$ cat src/rtl/tcam_rule_loader_pkg.sv
// rtl/tcam_rule_loader_pkg.sv - shared opcodes, state encoding and index width for the TCAM rule loader
package tcam_rule_loader_pkg;

    localparam int ENTRIES_DEFAULT = 16;
    localparam int IDX_W           = $clog2(ENTRIES_DEFAULT);

    localparam logic [1:0] OP_INSTALL = 2'b00;
    localparam logic [1:0] OP_CLEAR   = 2'b01;
    localparam logic [1:0] OP_VAL     = 2'b10;
    localparam logic [1:0] OP_MSK     = 2'b11;

    typedef enum logic [2:0] {
        ST_IDLE    = 3'd0,
        ST_WR_VAL  = 3'd1,
        ST_WR_MSK  = 3'd2,
        ST_CLR_VAL = 3'd3,
        ST_CLR_MSK = 3'd4
    } state_t;

endpackage

$ cat src/rtl/tcam_rule_loader.sv
// rtl/tcam_rule_loader.sv - sequences rule commands into single-cycle TCAM value/mask write beats
module tcam_rule_loader
    import tcam_rule_loader_pkg::*;
#(
    parameter int KEY_W   = 128,
    parameter int ENTRIES = ENTRIES_DEFAULT,
    parameter int CNT_W   = 16
) (
    input  logic                       clk,
    input  logic                       rst,
    input  logic                       cmd_valid,
    output logic                       cmd_ready,
    input  logic [1:0]                 cmd_op,
    input  logic [$clog2(ENTRIES)-1:0] cmd_addr,
    input  logic [KEY_W-1:0]           cmd_value,
    input  logic [KEY_W-1:0]           cmd_mask,
    output logic                       wr_en,
    output logic                       wr_is_mask,
    output logic [$clog2(ENTRIES)-1:0] wr_addr,
    output logic [KEY_W-1:0]           wr_data,
    output logic                       busy,
    output logic                       done,
    output logic [CNT_W-1:0]           install_cnt
);

    localparam int ADDR_W = $clog2(ENTRIES);
    localparam logic [ADDR_W-1:0] LAST_IDX = ADDR_W'(ENTRIES - 1);

    state_t            state;
    logic [1:0]        op_q;
    logic [KEY_W-1:0]  mask_q;

    // During clear-all the registered wr_addr doubles as the entry index counter.
    always_ff @(posedge clk) begin
        if (rst) begin
            state       <= ST_IDLE;
            op_q        <= OP_INSTALL;
            mask_q      <= '0;
            cmd_ready   <= 1'b0;
            wr_en       <= 1'b0;
            wr_is_mask  <= 1'b0;
            wr_addr     <= '0;
            wr_data     <= '0;
            busy        <= 1'b0;
            done        <= 1'b0;
            install_cnt <= '0;
        end else begin
            done <= 1'b0;
            case (state)
                ST_IDLE: begin
                    wr_en     <= 1'b0;
                    busy      <= 1'b0;
                    cmd_ready <= 1'b1;
                    if (cmd_valid && cmd_ready) begin
                        op_q      <= cmd_op;
                        mask_q    <= cmd_mask;
                        cmd_ready <= 1'b0;
                        busy      <= 1'b1;
                        wr_en     <= 1'b1;
                        case (cmd_op)
                            OP_CLEAR: begin
                                state      <= ST_CLR_VAL;
                                wr_addr    <= '0;
                                wr_data    <= '0;
                                wr_is_mask <= 1'b0;
                            end
                            OP_MSK: begin
                                state      <= ST_WR_MSK;
                                wr_addr    <= cmd_addr;
                                wr_data    <= cmd_mask;
                                wr_is_mask <= 1'b1;
                            end
                            default: begin
                                state      <= ST_WR_VAL;
                                wr_addr    <= cmd_addr;
                                wr_data    <= cmd_value;
                                wr_is_mask <= 1'b0;
                            end
                        endcase
                    end
                end
                ST_WR_VAL: begin
                    if (op_q == OP_INSTALL) begin
                        state      <= ST_WR_MSK;
                        wr_is_mask <= 1'b1;
                        wr_data    <= mask_q;
                    end else begin
                        state      <= ST_IDLE;
                        wr_en      <= 1'b0;
                        wr_is_mask <= 1'b0;
                        busy       <= 1'b0;
                        done       <= 1'b1;
                        cmd_ready  <= 1'b1;
                    end
                end
                ST_WR_MSK: begin
                    if (op_q == OP_INSTALL && install_cnt != '1) begin
                        install_cnt <= install_cnt + CNT_W'(1);
                    end
                    state      <= ST_IDLE;
                    wr_en      <= 1'b0;
                    wr_is_mask <= 1'b0;
                    busy       <= 1'b0;
                    done       <= 1'b1;
                    cmd_ready  <= 1'b1;
                end
                ST_CLR_VAL: begin
                    state      <= ST_CLR_MSK;
                    wr_is_mask <= 1'b1;
                end
                ST_CLR_MSK: begin
                    if (wr_addr == LAST_IDX) begin
                        state       <= ST_IDLE;
                        wr_addr     <= '0;
                        wr_en       <= 1'b0;
                        wr_is_mask  <= 1'b0;
                        busy        <= 1'b0;
                        done        <= 1'b1;
                        cmd_ready   <= 1'b1;
                        install_cnt <= '0;
                    end else begin
                        state      <= ST_CLR_VAL;
                        wr_addr    <= wr_addr + ADDR_W'(1);
                        wr_is_mask <= 1'b0;
                    end
                end
                default: begin
                    state     <= ST_IDLE;
                    wr_en     <= 1'b0;
                    busy      <= 1'b0;
                    cmd_ready <= 1'b0;
                end
            endcase
        end
    end

endmodule

$ cat config.mk
export PLATFORM = sky130hd
export DESIGN_NAME = tcam_rule_loader
export DESIGN_NICKNAME = d
export VERILOG_FILES = /design/src/rtl/tcam_rule_loader_pkg.sv /design/src/rtl/tcam_rule_loader.sv
export SDC_FILE = /design/constraint.sdc
export NUM_CORES = 1
export LEC_CHECK = 0
export ABC_AREA = 1
export CORE_AREA = 2 2 211 213
export CTS_BUF_LIST = sky130_fd_sc_hd__clkbuf_16
export CTS_CLUSTER_DIAMETER = 80
export CTS_CLUSTER_SIZE = 10
export DETAILED_ROUTE_END_ITERATION = 8
export DIE_AREA = 0 0 213 215
export DONT_BUFFER_PORTS = 1
export PLACE_DENSITY = 0.44
export SLEW_MARGIN = 40
export SYNTH_ARGS = -nofsm -noshare
export SYNTH_HDL_FRONTEND = slang
export SYNTH_SLANG_ARGS = --single-unit
export TNS_END_PERCENT = 50
$ cat constraint.sdc
create_clock -name clk -period 2.2 [get_ports clk]
set_clock_uncertainty 0.1 [all_clocks]
set_input_delay 0.55 -clock clk [delete_from_list [all_inputs] [get_ports clk]]
set_output_delay 0.55 -clock clk [all_outputs]
set_load 0.02 [all_outputs]
; Word-level counts from Yosys, hierarchy flattened
; Index checks and enable logic that the tools add are counted.
; W data, S select, Z words.
[word_totals]
ff_bits = 285
input_bits = 265
output_inout_bits = 153
wordCells = 72
[classes]
n_addsub = 2
n_eq_ne = 13
n_mux = 31
bitwise_logic = 1
reduce_logical = 15
[ops]
columns = op, n
row1 = $pmux W128 S2, 2
row2 = $mux W128, 2
row3 = $mux W16, 2
row4 = $pmux W16 S2, 1
row5 = $add A16 B1 Y16 const B, 1
row6 = $ne A16 B16 Y1 const B, 1
row7 = $mux W4, 3
row8 = $pmux W3 S4, 1
row9 = $mux W1, 11
row10 = $ne A2 B2 Y1 const B, 5
row11 = $reduce_and A3 Y1, 3
row12 = $pmux W1 S4, 2
row13 = $pmux W4 S2, 1
row14 = $eq A3 B2 Y1 const B, 2
row15 = $reduce_and A2 Y1, 3
row16 = $reduce_bool A2 Y1, 3
row17 = $pmux W1 S5, 1
row18 = $add A4 B1 Y4 const B, 1
row19 = $eq A4 B4 Y1 const B, 1
row20 = $mux W2, 2
row21 = $pmux W2 S2, 1
row22 = $reduce_bool A4 Y1, 1
row23 = $eq A3 B1 Y1 const B, 1
row24 = $eq A3 B3 Y1 const B, 1
row25 = other kinds (9), 10

; Longest topological paths before layout
; Gate-level depths: netlist (run 1).
[logic_depth]
ltp_word = 4
mapped_depth = 10

; Worst setup path after synthesis (run 1)
; OpenSTA, ideal clock, no wires.
[synth_timing]
path_type = reg-to-reg
start = register install_cnt[0]
end = register install_cnt[9]
setup_time_ps = 114
t_arrival_ps = 1611
required_ps = 1986
path_slack_ps = 375
stages_incl_launch_ff = 10
period_less_slack_ps = 1825
cell_sequence = dfxtp_1 -> ha_1 -> nand2_1 -> inv_1 -> nand3_1 -> o21ai_1 -> nand2_1 -> clkbuf_1 -> a21oi_1 -> nor2_1
[synth_via]
elab_chain_cells = 4
elab_cells_between_ends = 7
[synth_lines]
columns = element, line_no
row1 = from (decl), tcam_rule_loader.sv:23  ; output logic [CNT_W-1:0] install_cnt
row2 = from (signal assigned), tcam_rule_loader.sv:98  ; install_cnt <= install_cnt + CNT_W'(1);
row3 = branches (longest 4 deep; another with $add A16 B1 Y16), n/a
; Parallel ways; which one is timed is not known. The select of a mux whose other input is x is not followed.
; A chain may end at the register's enable or synchronous reset.

; Final worst setup path (run 1)
[layout_timing]
start = register state[1]
end = register mask_q[125]
[layout_via]
elab_chain_cells = 2
[layout_lines]
columns = element, line_no
row1 = from (decl), tcam_rule_loader.sv:29  ; state_t state;
row2 = from (signal assigned), tcam_rule_loader.sv:36  ; state <= ST_IDLE;
row3 = from (signal assigned), tcam_rule_loader.sv:62  ; state <= ST_CLR_VAL;
row4 = from (signal assigned), tcam_rule_loader.sv:68  ; state <= ST_WR_MSK;
row5 = $logic_not A3 Y1, tcam_rule_loader.sv:49  ; case (state)
row6 = $reduce_and A2 Y1 (no line), n/a
row7 = to (signal assigned), tcam_rule_loader.sv:56  ; mask_q <= cmd_mask;
row8 = to (decl), tcam_rule_loader.sv:31  ; logic [KEY_W-1:0] mask_q;
; No other way between the ends.

==> results.txt, run 1 <==
router iterations before antenna repair - 6
DIE AREA - 45,800 um^2
Lkg Pwr - 6.02 nW
layout cells sized above 1 - 0.0671
Filler Cells Inserted - 4,755
Crit Reg-Reg Endpoint - mask_q[125]
row cnt - 77
Comb pwr share - 0.201
final std cells w/o fill - 2,380
final hold slack - 0.0443 ns
Max-slew headroom - 0.440
achievable frequency - 510 MHz
via count - 11,900
Cell Count Post-Placement - 2,335
H-Tree Depth - 2
Cells after Synth - 1,825
First DRT Iteration DRCs - 684
synthesized net count - 2,092
CP delay by family, top - buffers and inverters
buffers plus inverters on the worst setup path - 2
FF-to-FF setup slack - 0.24 ns
aggregate global-route resource usage - 0.186
CTS buffer count - 35
max-slew violations - 0
Worst-Skew Late Latency - 0.53 ns
R2R depth - 7
Clk pin slew, worst setup/hold paths - 0.06 ns
Die X - 213 um
CTS tree - yes
number of global-route vias before repair - 11,600
final setup fails - 0
Startpoint Class - flip-flop
CTS sink cnt - 285
Final Critical Period - 1.96 ns
critical path endpoint category - flip-flop
global route total overflow - 0
Detail Placement HPWL - 28,800 um
fin area - 14,700 um^2
reg2reg start - state[1]
average size of a mapped cell - 7.07 um^2
fin nets - 2,048
Peak supply drop - 519 uV
initial core utilization - 0.296
DIE HEIGHT - 215 um
Yosys warning count - 0
worst-path cell chain - nor2_2 > nand2_1 > nor2_4 > buf_12 > buf_4 > o21ai_0 > nor2_1
vias per cell - 5.02
gpl congestion - 0.824
area delta synth->final - 14.1%
Max Cap Viol - 0
Cell Area, Synth - 12,900 um^2
Crit Path Max Fanout - 117
Synth cell types - 34
pin count of the biggest net entering global routing - 118
clock buffer depth - 3
WHS Path Cells - 2
status - finished clean
core footprint - 43,600 um^2
initial antenna violation count - 0
Fin. Hold Viols - 0
Psw - 5.76 mW
Arrival @ worst endpoint - 2.31 ns
Power Internal - 10.4 mW
root buffer cell - clkbuf_16
WHS Endpoint - mask_q[107]
critical path class - flip-flop to flip-flop
flop and latch count out of synthesis - 285
n_diodes - 0
Final Util - 0.337
Net Sw Frac - 0.356
WL final - 43,500 um
CP max-delay cell - buf_12
power per cell area - 1100 nW/um^2
setup TNS - 0 ns
final critical-path share of the clock period - 0.892
worst hold start - cmd_mask[107]
CP required - 2.55 ns
Reg power frac - 0.479
sequential area share after synthesis - 0.442
number of I/O pins - 418
Slew @ Worst Pin - 0.840 ns
CP max stage delay - 0.43 ns
Min-Delay Path Class - input pin to flip-flop
port bufs - 0
global-route wire length before repair - 67,700 um
Clk network pwr share - 0.320
RSZ-0062 raised after global routing - false
Post-Place Cell Area - 13,800 um^2
ANT nets after route - 0
DRC Markers - 0
Routed wire per std cell - 18.3 um
## power groups by stage
| stage | sequential, mW | combinational, mW | clock, mW |
|---|---|---|---|
| 2_1_floorplan | 7.59 | 2.47 | 0 |
| 3_3_place_gp | 7.86 | 3.24 | 0 |
| 3_5_place_dp | 7.85 | 3.29 | 0 |
| 4_1_cts | 7.75 | 3.31 | 5.36 |
| 5_1_grt | 7.88 | 3.72 | 5.56 |
| 6_report | 7.74 | 3.26 | 5.18 |
## cell type report
cell class                      instances  area [um^2]  area share
Clock inverter                          9         80.1     0.00544
Tap cell                              592          741      0.0503
Inverter                               28          118     0.00799
Timing Repair Buffer                   68          776      0.0527
Clock buffer                           35          876      0.0595
Sequential cell                       285         5710       0.388
Multi-Input combinational cell       1363         6420       0.436
## kinds of logic after synthesis
kind of cell / Yosys count / synth area share
AND/OR/NAND/NOR: 808 / 0.241
XOR/XNOR: 1 / 0.000679
AO/OA/AOI/OAI: 552 / 0.252
flip-flops: 285 / 0.442
adder cells (fa/ha/maj): 2 / 0.00194
buffers and inverters: 177 / 0.0616
## registers in the layout, indices dropped and copies added (netlist names)
signal       flops
state            3
cmd_ready        1
op_q             2
mask_q         128
install_cnt     16
done             1
busy             1
wr_addr          4
wr_data        128
wr_is_mask       1
## worst max path at each step
stage	startpoint	endpoint	slack (ns)	cells past startpoint
after floorplan	install_cnt[0]	install_cnt[9]	0.37	9
after global placement	cmd_valid	mask_q[126]	0.17	6
after detailed placement	cmd_valid	mask_q[18]	0.17	6
after CTS	state[2]	wr_addr[2]	0.21	7
after global routing	state[2]	wr_addr[2]	0.03	7
final	state[1]	mask_q[125]	0.24	7
## cell usage in the layout (no fill, tap or decap)
cell           count
a21oi_1           23
nor3_1             6
o21ai_1          113
xor2_1             1
a211oi_1           1
ha_1               2
a21o_1           128
inv_6              4
or2_2              2
o21ai_0          153
clkinvlp_4         1
and2_1             1
and2_0             1
nand2_1          465
inv_2              2
nor3_4             1
nor2_4             1
nand2_8            1
nand4_1            2
buf_12            21
clkbuf_16         35
o211ai_1           2
nor3b_1            1
dfxtp_1          285
nand3_1           24
inv_1             25
nor2_1           301
clkinv_2           1
nor2_2             1
o21a_1             1
buf_4             46
a31oi_1          130
bufinv_16          1
o21bai_1           1
dlygate4sd3_1      1
inv_4              3
nand3b_1           1
## metal layers
layer  share of wire  vias up  global-route usage  routed length [um]
met5               0        -                   0                   0
met4           0.019        0              0.0473                 841
met1            0.42     5511               0.234               18500
met2            0.45      371               0.298               19700
met3            0.10       53              0.0719                4520
li1                -     6001                   -                   -
## per-stage QoR
stage                     setup WS [ns]  power (mW)
final                             0.238        16.2
after global routing             0.0323        17.2
after floorplan                   0.375        10.1
after global placement            0.170        11.1
after detailed placement          0.175        11.1
after CTS                         0.205        16.4
## cell usage after synthesis, drive strengths merged
master	instances	area (um^2)
a211oi	1	7.51
a21o	128	961
a21oi	23	115
a31oi	130	813
and2	2	12.5
buf	45	299
clkbuf	104	390
clkinv	1	3.75
dfxtp	285	5710
ha	2	25.0
inv	27	101
nand2	466	1750
nand3	24	120
nand3b	1	7.51
nand4	2	12.5
nor2	303	1150
nor3	7	40.0
nor3b	1	7.51
o211ai	2	15.0
o21a	1	7.51
o21ai	266	1330
o21bai	1	7.51
or2	2	12.5
xor2	1	8.76
## repair_timing
item                                    4_1_cts  5_1_grt
gates resized for setup                       0        0
endpoints found under the hold margin        17        0
endpoints found under the setup margin        0        0
hold buffers                                  1        0
buffers inserted                              0        0
Power figures use the tool's default switching activity.
==> inputs of run 2 (changes only) <==
Settings changed: CORE_AREA 2 2 211 213 to 2 2 173 175, DIE_AREA 0 0 213 215 to 0 0 175 177, PLACE_DENSITY 0.44 to 0.6.
==> run 2 against run 1 <==
  * Hold slack lost 0.022 ns
  * Highest routed layer unchanged
  * Non-clock buffer count shrank 20
  * Power down 2.1%
  * Critical path type unchanged
==> results.txt, run 2 (synthesis gave the netlist of run 1 again) <==
Detail Placement HPWL - 25,300 um (-12%)
vias per cell - 5.55 (+11%)
Max-slew headroom - 0.548 (+0.108)
layout cells sized above 1 - 0.0545 (-0.0126)
FF-to-FF setup slack - 0.27 ns (+0.04 ns)
reg2reg start - state[1]
number of I/O pins - 418 (unchanged)
initial antenna violation count - 0 (unchanged)
global route total overflow - 0 (unchanged)
highest-count cells in the layout ignoring fill and taps - 465 x nand2_1, 301 x nor2_1, 285 x dfxtp_1
area delta synth->final - 10.4%
Max Cap Viol - 0 (unchanged)
Top Registers - mask_q: 128 flops, wr_data: 128 flops, install_cnt: 16 flops
Filler Cells Inserted - 2,925 (-38%)
root buffer cell - clkbuf_16
ANT nets after route - 0 (unchanged)
Fin. Hold Viols - 0 (unchanged)
Min-Delay Path Class - input pin to flip-flop
aggregate global-route resource usage - 0.241 (+0.0546)
CTS buffer count - 34 (-2.9%)
clock buffer depth - 3 (unchanged)
PostCTS Resize Cnt - 0 (unchanged)
CTS sink cnt - 285 (unchanged)
initial core utilization - 0.441 (+0.146)
achievable frequency - 519 MHz (+1.8%)
First DRT Iteration DRCs - 654 (-4.4%)
WHS Endpoint - install_cnt[3]
RSZ-0062 raised after global routing - false
gpl congestion - 0.852 (+3.4%)
Startpoint Class - flip-flop
Slew @ Worst Pin - 0.678 ns (-0.161 ns)
pin count of the biggest net entering global routing - 117 (-0.85%)
critical path class - flip-flop to flip-flop
via count - 12,000 (+0.14%)
critical path endpoint category - flip-flop
row cnt - 63 (-18%)
Clk pin slew, worst setup/hold paths - 0.06 ns (about the same)
WL final - 38,800 um (-11%)
DRC Markers - 0 (unchanged)
DIE HEIGHT - 177 um (-18%)
power per cell area - 1110 nW/um^2 (+1.2%)
H-Tree Depth - 2 (unchanged)
number of global-route vias before repair - 11,200 (-3.4%)
worst hold start - rst
max-slew violations - 0 (unchanged)
Lkg Pwr - 5.88 nW (-2.4%)
port bufs - 0 (unchanged)
WHS Path Cells - 1 (-1)
Routed wire per std cell - 18.0 um (-1.5%)
Final Critical Period - 1.93 ns (-0.0351 ns)
setup slack after layout - 0.273 ns (+0.0351 ns)
DIE AREA - 31,000 um^2 (-32%)
n_diodes - 0 (unchanged)
Die X - 175 um (-18%)
Place WS - 0.285 ns (+0.110 ns)
commonest non-fill, non-tap cell in the layout - nand2_1
Peak supply drop - 669 uV (+29%)
CP required - 2.51 ns (-0.04 ns)
final critical-path share of the clock period - 0.876 (-0.0160)
fin nets - 2,027 (-1.0%)
Crit Reg-Reg Endpoint - wr_data[122]
final hold slack - 0.0222 ns (-0.0221 ns)
core footprint - 29,200 um^2 (-33%)
setup TNS - 0 ns (unchanged)
CP startpoint - state[1]
router iterations before antenna repair - 4 (-2)
global-route wire length before repair - 60,800 um (-10%)
Worst-Skew Late Latency - 0.50 ns (-0.03 ns)
CTS tree - yes
Crit Path Max Fanout - 49 (-58%)
Arrival @ worst endpoint - 2.24 ns (-0.07 ns)
final setup fails - 0 (unchanged)
R2R depth - 8 (+1)
status - finished clean
run 2: cell types whose count changed in the layout (fill, tap and decap cells not counted), sizes merged:
cell         before  now
bufinv            1    0
inv              34   28
clkinv            1    0
dlygate4sd3       1    2
clkbuf           35   37
buf              67   46
run 2: power by group:
group | internal (mW) | switching (mW)
clock | 2.94 | 2.03
combinational | 1.12 | 1.97
sequential | 6.25 | 1.52
run 2: layout make-up:
| class | count | area, um^2 | area share |
|---|---|---|---|
| multi-input cells | 1363 | 6420 | 0.451 |
| flip-flops and latches | 285 | 5710 | 0.400 |
| clock buffers | 37 | 926 | 0.0650 |
| well taps | 390 | 488 | 0.0343 |
| clock inverters | 1 | 7.51 | 0.000527 |
| inverters | 28 | 118 | 0.00826 |
| repair buffers | 48 | 578 | 0.0406 |
run 2: worst max-delay path by stage:
stage	endpoint	depth (start not counted)	slack (ns)
CTS	wr_data[122]	8	0.28
global placement	mask_q[104]	6	0.32
global route	wr_data[76]	6	0.12
finish	wr_data[122]	8	0.27
detailed placement	wr_data[122]	7	0.29
floorplan	install_cnt[9]	9	0.37
run 2: timing repair:
action / CTS / global route
hold buffers: 2 / 0
hold endpoints to repair: 10 / 0
setup buffers: 0 / 0
run 2: metal layers:
layer	GRT usage	wire, um	up-vias
met5	0	0	-
met1	0.301	16100	5533
met2	0.397	18000	414
li1	-	-	5940
met3	0.0784	3720	66
met4	0.0708	957	0
run 2: worst max-delay path, stage by stage, from the launching register on:
cell and delay, ns:
dfxtp_1 0.36, nor2_2 0.16, nand2_1 0.14, nor2_4 0.17, inv_4 0.08, nand2_8 0.27
buf_12 0.27, o21ai_1 0.10, a31oi_1 0.16
run 2: through the flow:
step                cells   util  total power [mW]  instance area [um^2]
global placement     2112  0.455              10.9                 13300
global route         2152  0.487              16.7                 14200
CTS                  2152  0.487              16.0                 14200
finish               2152  0.487              15.8                 14200
floorplan            1825      -              10.1                 12900
detailed placement   2112  0.455              11.0                 13300
==> inputs of run 3 (changes only) <==
Settings changed: ABC_AREA 1 to default, CORE_AREA 2 2 173 175 to 2 2 169 171, DIE_AREA 0 0 175 177 to 0 0 171 173.
==> run 3 against run 2 <==
  * Combinational power decreased by 45%
  * Sequential power decreased by 23%
  * Via count decreased by 7.1%
==> results.txt, run 3 <==
status - finished clean
Cell Area, Synth - 12,300 um^2 (-4.7%)
achievable frequency - 467 MHz (-10%)
final std cells w/o fill - 1,813 (-16%)
critical path class - flip-flop to flip-flop
DIE AREA - 29,600 um^2 (-4.5%)
DIE HEIGHT - 173 um (-2.3%)
Startpoint Class - flip-flop
fin area - 13,800 um^2 (-3.4%)
row cnt - 61 (-3.2%)
Cell Count Post-Placement - 1,772 (-16%)
synthesized net count - 1,761 (-16%)
Top Registers - mask_q: 128 flops, wr_data: 128 flops, install_cnt: 16 flops
First DRT Iteration DRCs - 866 (+32%)
vias per cell - 6.12 (+10%)
RSZ-0062 raised after global routing - false
global-route wire length before repair - 60,800 um (unchanged)
average size of a mapped cell - 8.23 um^2 (+16%)
Peak supply drop - 518 uV (-23%)
global route total overflow - 0 (unchanged)
Design Power - 12.6 mW (-20%)
Max Cap Viol - 0 (unchanged)
Detail Placement HPWL - 24,800 um (-1.7%)
Main synth FF type - dfxtp_1
clock buffer depth - 3 (unchanged)
synth top area cells - dfxtp_1 46%, nand2_1 12%, a21oi_1 11%
Yosys warning count - 0 (unchanged)
CTS buffer count - 34 (unchanged)
number of flops mapped to enable cells by yosys - 0 (unchanged)
met2 wire length - 19,300 um (+7.4%)
layout cells sized above 1 - 0.0774 (+0.0229)
flop and latch count out of synthesis - 285 (unchanged)
Met3 Routed Length - 4150 um (+12%)
Top Layer Used - met4
WL final - 40,200 um (+3.8%)
port bufs - 0 (unchanged)
area delta synth->final - 11.8%
CTS sink cnt - 285 (unchanged)
number of global-route vias before repair - 10,600 (-5.3%)
setup slack after layout - 0.0564 ns (-0.217 ns)
Die X - 171 um (-2.3%)
Lkg Pwr - 4.57 nW (-22%)
root buffer cell - clkbuf_16
top cells by count, synth - 406 x nand2_1, 285 x dfxtp_1, 270 x a21oi_1, 129 x o211ai_1, 128 x a221o_1
final critical-path share of the clock period - 0.974 (+0.0986)
gpl congestion - 0.823 (-3.4%)
R2R depth - 6 (-2)
DRC Markers - 0 (unchanged)
Final Critical Period - 2.14 ns (+0.217 ns)
critical path endpoint category - flip-flop
Max-slew headroom - 0.486 (-0.0623)
commonest non-fill, non-tap cell in the layout - nand2_1
setup TNS - 0 ns (unchanged)
initial core utilization - 0.445 (+0.00401)
Post-Place Cell Area - 12,800 um^2 (-3.8%)
top-count cell post-synth - nand2_1
pin count of the biggest net entering global routing - 281 (+140%)
Synth cell types - 56 (+65%)
aggregate global-route resource usage - 0.255 (+0.0136)
CP required - 2.52 ns (about the same)
Yosys top cell area share - 0.464 (+0.0216)
Cells after Synth - 1,494 (-18%)
highest-count cells in the layout ignoring fill and taps - 405 x nand2_1, 284 x dfxtp_1, 269 x a21oi_1
Fin. Hold Viols - 0 (unchanged)
initial antenna violation count - 1 (+1)
dominant cell type by area after synthesis - dfxtp_1
router iterations before antenna repair - 5 (+1)
async set-reset flop share out of synthesis - 0 (unchanged)
final setup fails - 0 (unchanged)
Slew @ Worst Pin - 0.772 ns (+0.0934 ns)
Crit Path Max Fanout - 74 (+51%)
Place WS - 0.101 ns (-0.184 ns)
Clk pin slew, worst setup/hold paths - 0.06 ns (about the same)
CTS tree - yes
WHS Path Cells - 1 (unchanged)
core footprint - 27,600 um^2 (-5.5%)
number of I/O pins - 418 (unchanged)
Setup Fix Bufs, Post-CTS - 0 (unchanged)
Min-Delay Path Class - input pin to flip-flop
ANT nets after route - 0 (unchanged)
power per cell area - 919 nW/um^2 (-17%)
via count - 11,100 (-7.1%)
met1 WL - 15,600 um (-3.2%)
Final Util - 0.498 (+0.0107)
fin nets - 1,699 (-16%)
H-Tree Depth - 2 (unchanged)
final hold slack - 0.0354 ns (+0.0132 ns)
Routed wire per std cell - 22.2 um (+23%)
Worst-Skew Late Latency - 0.50 ns (about the same)
sequential area share after synthesis - 0.464 (+0.0216)
max-slew violations - 0 (unchanged)
Arrival @ worst endpoint - 2.46 ns (+0.22 ns)
## run 3: logic make-up after synthesis
logic type / count (synthesis) / share of synthesized area
multiplexers: 4 / 0.00336
adder cells (fa/ha/maj): 3 / 0.00285
AND/OR/NAND/NOR: 489 / 0.166
AO/OA/AOI/OAI: 553 / 0.308
buffers and inverters: 154 / 0.0515
flip-flops: 285 / 0.464
XOR/XNOR: 6 / 0.00427
## run 3: routing by layer
metal  vias up  track usage
li1       5273            -
met4         0       0.0862
met5         -            0
met3        80       0.0808
met1      5245        0.306
met2       506        0.428
## run 3: worst max-delay path, stage by stage (launching register included)
cell and delay, ns:
dfxtp_1 0.47, nor3b_4 0.34, buf_12 0.36, buf_12 0.27, a221o_1 0.14, o211ai_1 0.08
a21oi_1 0.17
## run 3: power by group
group / switching (mW) / internal (mW) / leakage (nW)
Sequential: 0.480 / 5.52 / 2.32
Clock: 2.01 / 2.94 / 0.456
Combinational: 1.02 / 0.668 / 1.79
## run 3: worst paths after layout
kind,from,end,slack [ns]
hold reg to reg,mask_q[0],mask_q[0],0.35
hold / removal,rst,mask_q[1],0.04
setup reg to reg,state[0],wr_data[104],0.06
setup / recovery,state[0],wr_data[104],0.06
## run 3: final cells by class
type	instances	area [um^2]
Sequential cell	285	5710
Clock inverter	1	7.51
Inverter	1	6.26
Antenna cell	1	2.50
Clock buffer	37	926
Timing Repair Buffer	54	608
Tap cell	378	473
Fill cell	2722	13900
Multi-Input combinational cell	1056	6030
## run 3: timing repair
item / CTS / global route
setup endpoints to repair: 0 / 24
hold endpoints to repair: 0 / 2
gates resized for setup: 0 / 2
hold buffers: 0 / 1
